`src/rtl/mem_write_monitor_if.sv`:
```
// Store-port and trace-stream bundle between the MIPS data-memory write port,
// the store monitor and the trace consumer.
interface mem_write_monitor_if;
    logic        memwrite;
    logic [31:0] dataadr;
    logic [31:0] writedata;
    logic        out_valid;
    logic        out_ready;
    logic [31:0] out_addr;
    logic [31:0] out_data;

    modport master (
        output memwrite,
        output dataadr,
        output writedata,
        output out_ready,
        input  out_valid,
        input  out_addr,
        input  out_data
    );

    modport slave (
        input  memwrite,
        input  dataadr,
        input  writedata,
        input  out_ready,
        output out_valid,
        output out_addr,
        output out_data
    );
endinterface

```
`src/rtl/mem_write_monitor.sv`:
```
// Captures every store of the MIPS core into a fall-through trace FIFO and
// judges the test program's pass/fail store rule.
module mem_write_monitor #(
    parameter int unsigned DEPTH        = 8,
    parameter logic [31:0] PASS_ADDR    = 32'd84,
    parameter logic [31:0] PASS_DATA    = 32'd7,
    parameter logic [31:0] ALLOWED_ADDR = 32'd80
) (
    input  logic                         clk,
    input  logic                         reset,
    mem_write_monitor_if.slave           bus,
    output logic [$clog2(DEPTH+1)-1:0]   count,
    output logic                         overflow,
    output logic                         done,
    output logic                         pass
);

    localparam int unsigned PW = $clog2(DEPTH);
    localparam int unsigned CW = $clog2(DEPTH + 1);

    localparam logic [1:0] ST_RUN  = 2'd0;
    localparam logic [1:0] ST_PASS = 2'd1;
    localparam logic [1:0] ST_FAIL = 2'd2;

    typedef struct packed {
        logic [31:0] addr;
        logic [31:0] data;
    } entry_t;

    logic [1:0]    state;
    logic [1:0]    state_next;
    entry_t        mem [DEPTH];
    entry_t        head;
    logic [PW-1:0] wr_ptr;
    logic [PW-1:0] rd_ptr;
    logic [CW-1:0] count_q;
    logic          empty;
    logic          full;
    logic          sample;
    logic          pop;
    logic          push;
    logic          drop;

    // Handshake decode; pop only qualifies on the registered occupancy.
    always_comb begin
        empty  = (count_q == '0);
        full   = (count_q == CW'(DEPTH));
        sample = bus.memwrite && (state == ST_RUN);
        pop    = !empty && bus.out_ready;
        push   = sample && (!full || pop);
        drop   = sample && full && !pop;
    end

    // Checker next state: the terminating store is still judged when dropped.
    always_comb begin
        state_next = state;
        if (state == ST_RUN && bus.memwrite) begin
            if (bus.dataadr == PASS_ADDR && bus.writedata == PASS_DATA) begin
                state_next = ST_PASS;
            end else if (bus.dataadr != ALLOWED_ADDR) begin
                state_next = ST_FAIL;
            end
        end
    end

    always_ff @(posedge clk or negedge reset) begin
        if (!reset) begin
            state <= ST_RUN;
        end else begin
            state <= state_next;
        end
    end

    // FIFO pointers, occupancy and sticky overflow.
    always_ff @(posedge clk or negedge reset) begin
        if (!reset) begin
            wr_ptr   <= '0;
            rd_ptr   <= '0;
            count_q  <= '0;
            overflow <= 1'b0;
        end else begin
            if (push) begin
                wr_ptr <= wr_ptr + PW'(1);
            end
            if (pop) begin
                rd_ptr <= rd_ptr + PW'(1);
            end
            case ({push, pop})
                2'b10:   count_q <= count_q + CW'(1);
                2'b01:   count_q <= count_q - CW'(1);
                default: count_q <= count_q;
            endcase
            if (drop) begin
                overflow <= 1'b1;
            end
        end
    end

    // Storage needs no reset: the head is masked to zero while empty.
    always_ff @(posedge clk) begin
        if (push) begin
            mem[wr_ptr] <= entry_t'{addr: bus.dataadr, data: bus.writedata};
        end
    end

    assign head          = mem[rd_ptr];
    assign bus.out_valid = !empty;
    assign bus.out_addr  = empty ? 32'd0 : head.addr;
    assign bus.out_data  = empty ? 32'd0 : head.data;
    assign count         = count_q;
    assign done          = (state != ST_RUN);
    assign pass          = (state == ST_PASS);

endmodule

```
`src/flat_wrapper.sv`:
```
// flat-port wrapper written by rule: the top's interface ports become plain ports
module mem_write_monitor_flat 
#(
    parameter int unsigned DEPTH        = 8,
    parameter logic [31:0] PASS_ADDR    = 32'd84,
    parameter logic [31:0] PASS_DATA    = 32'd7,
    parameter logic [31:0] ALLOWED_ADDR = 32'd80
)
  (clk, reset, count, overflow, done, pass, bus_memwrite, bus_dataadr, bus_writedata, bus_out_ready, bus_out_valid, bus_out_addr, bus_out_data);
  mem_write_monitor_if bus_i ();
  input  logic clk;
  input  logic reset;
  output logic [$clog2(DEPTH+1)-1:0] count;
  output logic overflow;
  output logic done;
  output logic pass;
  input wire logic [$bits(bus_i.memwrite)-1:0] bus_memwrite;
  input wire logic [$bits(bus_i.dataadr)-1:0] bus_dataadr;
  input wire logic [$bits(bus_i.writedata)-1:0] bus_writedata;
  input wire logic [$bits(bus_i.out_ready)-1:0] bus_out_ready;
  output wire logic [$bits(bus_i.out_valid)-1:0] bus_out_valid;
  output wire logic [$bits(bus_i.out_addr)-1:0] bus_out_addr;
  output wire logic [$bits(bus_i.out_data)-1:0] bus_out_data;
  assign bus_i.memwrite = bus_memwrite;
  assign bus_i.dataadr = bus_dataadr;
  assign bus_i.writedata = bus_writedata;
  assign bus_i.out_ready = bus_out_ready;
  assign bus_out_valid = bus_i.out_valid;
  assign bus_out_addr = bus_i.out_addr;
  assign bus_out_data = bus_i.out_data;
  mem_write_monitor #(.DEPTH(DEPTH), .PASS_ADDR(PASS_ADDR), .PASS_DATA(PASS_DATA), .ALLOWED_ADDR(ALLOWED_ADDR)) u_core (.clk(clk), .reset(reset), .bus(bus_i), .count(count), .overflow(overflow), .done(done), .pass(pass));
endmodule
```
`config.mk`:
```
export PLATFORM = sky130hd
export DESIGN_NAME = mem_write_monitor_flat
export DESIGN_NICKNAME = d
export VERILOG_FILES = /design/src/rtl/mem_write_monitor_if.sv /design/src/rtl/mem_write_monitor.sv /design/src/flat_wrapper.sv
export SDC_FILE = /design/constraint.sdc
export NUM_CORES = 1
export LEC_CHECK = 0
export CELL_PAD_IN_SITES_DETAIL_PLACEMENT = 2
export CELL_PAD_IN_SITES_GLOBAL_PLACEMENT = 2
export CORE_ASPECT_RATIO = 0.75
export CORE_UTILIZATION = 50
export DETAILED_ROUTE_END_ITERATION = 7
export PLACE_DENSITY_LB_ADDON = 0.1
export SYNTH_ARGS = -nofsm -noshare
export SYNTH_HDL_FRONTEND = slang
export SYNTH_SLANG_ARGS = --single-unit
```
`constraint.sdc`:
```
create_clock -name clk -period 15.8 [get_ports clk]
set_input_delay 3.95 -clock clk [delete_from_list [all_inputs] [get_ports clk]]
set_output_delay 3.95 -clock clk [all_outputs]
set_load 0.01 [all_outputs]
```
==> impl_metrics.env <==
export IMPL_status="finished, final reports clean"
export IMPL_vias=10254
export IMPL_p_leak_nw=7.70
export IMPL_syn_area_per_cell_um2=22.5
export IMPL_critical_path_peak_fanout=48
export IMPL_hold_depth=1
export IMPL_grt_first_pass_wirelength_um=88400
export IMPL_crit_type="flop to output port"
export IMPL_mostFrequentLayoutCells="edfxtp_1 (512), clkdlybuf4s50_1 (139), mux4_2 (128), nor2_1 (68), mux2i_1 (65)"
export IMPL_ys_flop_type="edfxtp_1"
export IMPL_ioPinCount=140
export IMPL_worst_pin_slew_ns=1.19
export IMPL_antenna_found_initial=4
export IMPL_drc=0
export IMPL_r2r_end="u_core.mem[4][3]"
export IMPL_grt_pass1_vias=11266
export IMPL_wl_per_cell_um=38.2
export IMPL_rr_worst_depth=5
export IMPL_p_seq_frac=0.396
export IMPL_finalWeightedCongestion=0.711
export IMPL_power_switching_w=0.00123
export IMPL_routed_via_density=6.29
export IMPL_layout_nets=1136
export IMPL_design_die_area_um2=41300
export IMPL_crit_path_max_incr_delay_ns=1.06
export IMPL_cts_buffer_depth=3
export IMPL_drtAntennaViolNets=0
export IMPL_finalCritPeriodShare=0.513
export IMPL_cts_tree="built"
export IMPL_clkPwrFrac=0.306
export IMPL_synth_cells=901
export IMPL_stdcell_count=1629
export IMPL_required_ns=11.85
export IMPL_htreeDepth=2
export IMPL_swShare=0.298
export IMPL_area_growth_pct=18.2
export IMPL_cts_buffers=50
export IMPL_io_buffers=139
export IMPL_maxCapViolCount=0
export IMPL_clock_latency_ns=0.57
export IMPL_critPathSlowestCell="dfrtp_4"
export IMPL_slew_headroom=0.207
export IMPL_fin_skew_ns=0.0262
export IMPL_clock_tree_root_cell="clkbuf_16"
export IMPL_crit_end="bus_out_data[20]"
export IMPL_firstDrtPassIters=5
export IMPL_grt_use_total=0.312
export IMPL_dieWidth_um=234
export IMPL_regToRegSetupSlack_ns=12.05
export IMPL_critical_path_arrival_ns=4.16
export IMPL_path_buf_inv=2
export IMPL_multi_input_area_um2=4360
export IMPL_path_depth=5
export IMPL_ctsResizeCount=0
export IMPL_setup_tns_ns=0
export IMPL_whs_ns=0.606
export IMPL_path_delay_family="buffers and inverters"
export IMPL_synthesis_area_um2=20200
export IMPL_clock_sinks=525
export IMPL_fmax_ghz=0.123
export IMPL_grt_start_max_net_pins=67
export IMPL_dp_cells=1533
export IMPL_synth_nets=972
export IMPL_num_rows=63
export IMPL_p_comb_frac=0.299
export IMPL_seq_area_frac_synth=0.776
export IMPL_drive_gt1_frac=0.213
export IMPL_worstReg2RegStart="u_core.state[1]"
export IMPL_drt_total_wl_um=62300
export IMPL_cts_setup_buffers=0
export IMPL_finalMaxSlewViolations=0
export IMPL_drt_iter0_markers=1070
export IMPL_regArea_um2=15700
export IMPL_critPathCaptureType="output port"
export IMPL_p_int_w=0.00291
export IMPL_min_path_type="flop to flop"
export IMPL_dp_hpwl_um=32800
export IMPL_hold_viol=0
export IMPL_power_density_nw_per_um2=173
export IMPL_grt_overflow=0
export IMPL_chipHeight_um=176
export IMPL_finalSetupViolations=0
export IMPL_start_util=0.509
export IMPL_final_common_cell="edfxtp_1"
export IMPL_path_cells="buf_4, mux4_2, mux2i_1, nor2_1, clkdlybuf4s50_1"
export IMPL_vdd_drop_max_mv=0.100
export IMPL_n_fill_cell=3138
export IMPL_core_um2=39700
export IMPL_async_flop_share=0.0248
export IMPL_synth_cell_type_count=37
export IMPL_cp_start_kind="flop"
export IMPL_ys_ff_latch=525
export IMPL_ys_warn_count=0
export IMPL_synth_edff_count=512
export IMPL_cts_hold_buf=0
export IMPL_startpoint="u_core.rd_ptr[0]"
export IMPL_cts_clk_slew_worst_paths_ns=0.07
export IMPL_rsz0062_at_grt="no"
export IMPL_layout_min_cycle_time_ns=8.11
## registers in the layout (all words and copies together) (netlist names)
name             count
u_core.mem         512
u_core.state         2
u_core.wr_ptr        3
u_core.count         4
u_core.overflow      1
u_core.rd_ptr        3
## per-layer routing
layer	GRT usage	up-vias	part of all wire
met2	0.536	448	0.52
met3	0.0480	91	0.058
met5	0	-	0
met4	0.0836	0	0.026
li1	-	4091	-
met1	0.416	5624	0.40
## power groups by stage
stage                     combinational (W)  clock (W)  sequential, W
after floorplan                    0.000772          0        0.00158
after global placement              0.00116          0        0.00167
after detailed placement            0.00121          0        0.00167
after CTS                           0.00125    0.00128        0.00164
after global routing                0.00131    0.00133        0.00165
final                               0.00124    0.00127        0.00164
## per-stage QoR
step / setup WS [ns] / util / power (W) / instance area, um^2
detailed placement: 8.18 / 0.560 / 0.00288 / 22200
floorplan: 6.17 / - / 0.00235 / 20200
global placement: 8.36 / 0.560 / 0.00283 / 22200
CTS: 7.69 / 0.602 / 0.00417 / 23900
global route: 7.40 / 0.602 / 0.00428 / 23900
finish: 7.69 / 0.602 / 0.00415 / 23900
## logic make-up (layout without fill, tap and decap cells)
kind of cell             count (synthesis)  in the layout  share of synthesized area
AO/OA/AOI/OAI                            8              8                    0.00476
buffers and inverters                   46            251                     0.0114
other                                    0              3                          0
XOR/XNOR                                 7              7                    0.00303
multiplexers                           196            196                      0.176
AND/OR/NAND/NOR                        116            116                     0.0264
flip-flops                             525            525                      0.776
adder cells (fa/ha/maj)                  3              3                    0.00186
## worst reg2reg max path, stage by stage, from the launching register on
cell and delay [ns]:
dfrtp_1 0.46, or3b_4 0.46, a31oi_4 0.35, nand2b_1 0.38, nor2_4 0.97, buf_4 0.73
## layout make-up
cell class              count  share of cell area
flip-flops and latches    525               0.657
multi-input cells         330               0.182
repair buffers            155              0.0632
clock buffers              68              0.0586
well taps                 520              0.0272
clock inverters            25              0.0110
inverters                   3            0.000471
diodes                      3            0.000314
## how the worst min path moves through the flow
stage / start / to
2_1_floorplan: u_core.wr_ptr[0] / u_core.wr_ptr[0]
3_3_place_gp: u_core.wr_ptr[0] / u_core.wr_ptr[0]
3_5_place_dp: u_core.wr_ptr[0] / u_core.wr_ptr[0]
4_1_cts: u_core.state[0] / u_core.state[0]
5_1_grt: u_core.state[0] / u_core.state[0]
6_report: u_core.state[0] / u_core.state[0]
## cells in the mapped netlist (2+ instances only)
| cell type | count | area, um^2 |
|---|---|---|
| xnor2_1 | 5 | 43.8 |
| nor3_1 | 4 | 20.0 |
| nand4_1 | 5 | 31.3 |
| nor2_1 | 74 | 278 |
| nand2_1 | 6 | 22.5 |
| nor4_1 | 14 | 87.6 |
| clkbuf_1 | 5 | 18.8 |
| edfxtp_1 | 512 | 15400 |
| dfrtp_1 | 13 | 325 |
| ha_1 | 3 | 37.5 |
| xor2_1 | 2 | 17.5 |
| mux4_2 | 128 | 2880 |
| inv_1 | 3 | 11.3 |
| mux2i_1 | 65 | 651 |
| mux2_2 | 2 | 22.5 |
| buf_1 | 15 | 56.3 |
| buf_2 | 11 | 55.1 |
| buf_4 | 12 | 90.1 |
| nand2b_1 | 3 | 18.8 |
| nor4bb_1 | 2 | 20.0 |
Note: power is estimated with default switching activity, not from simulation.
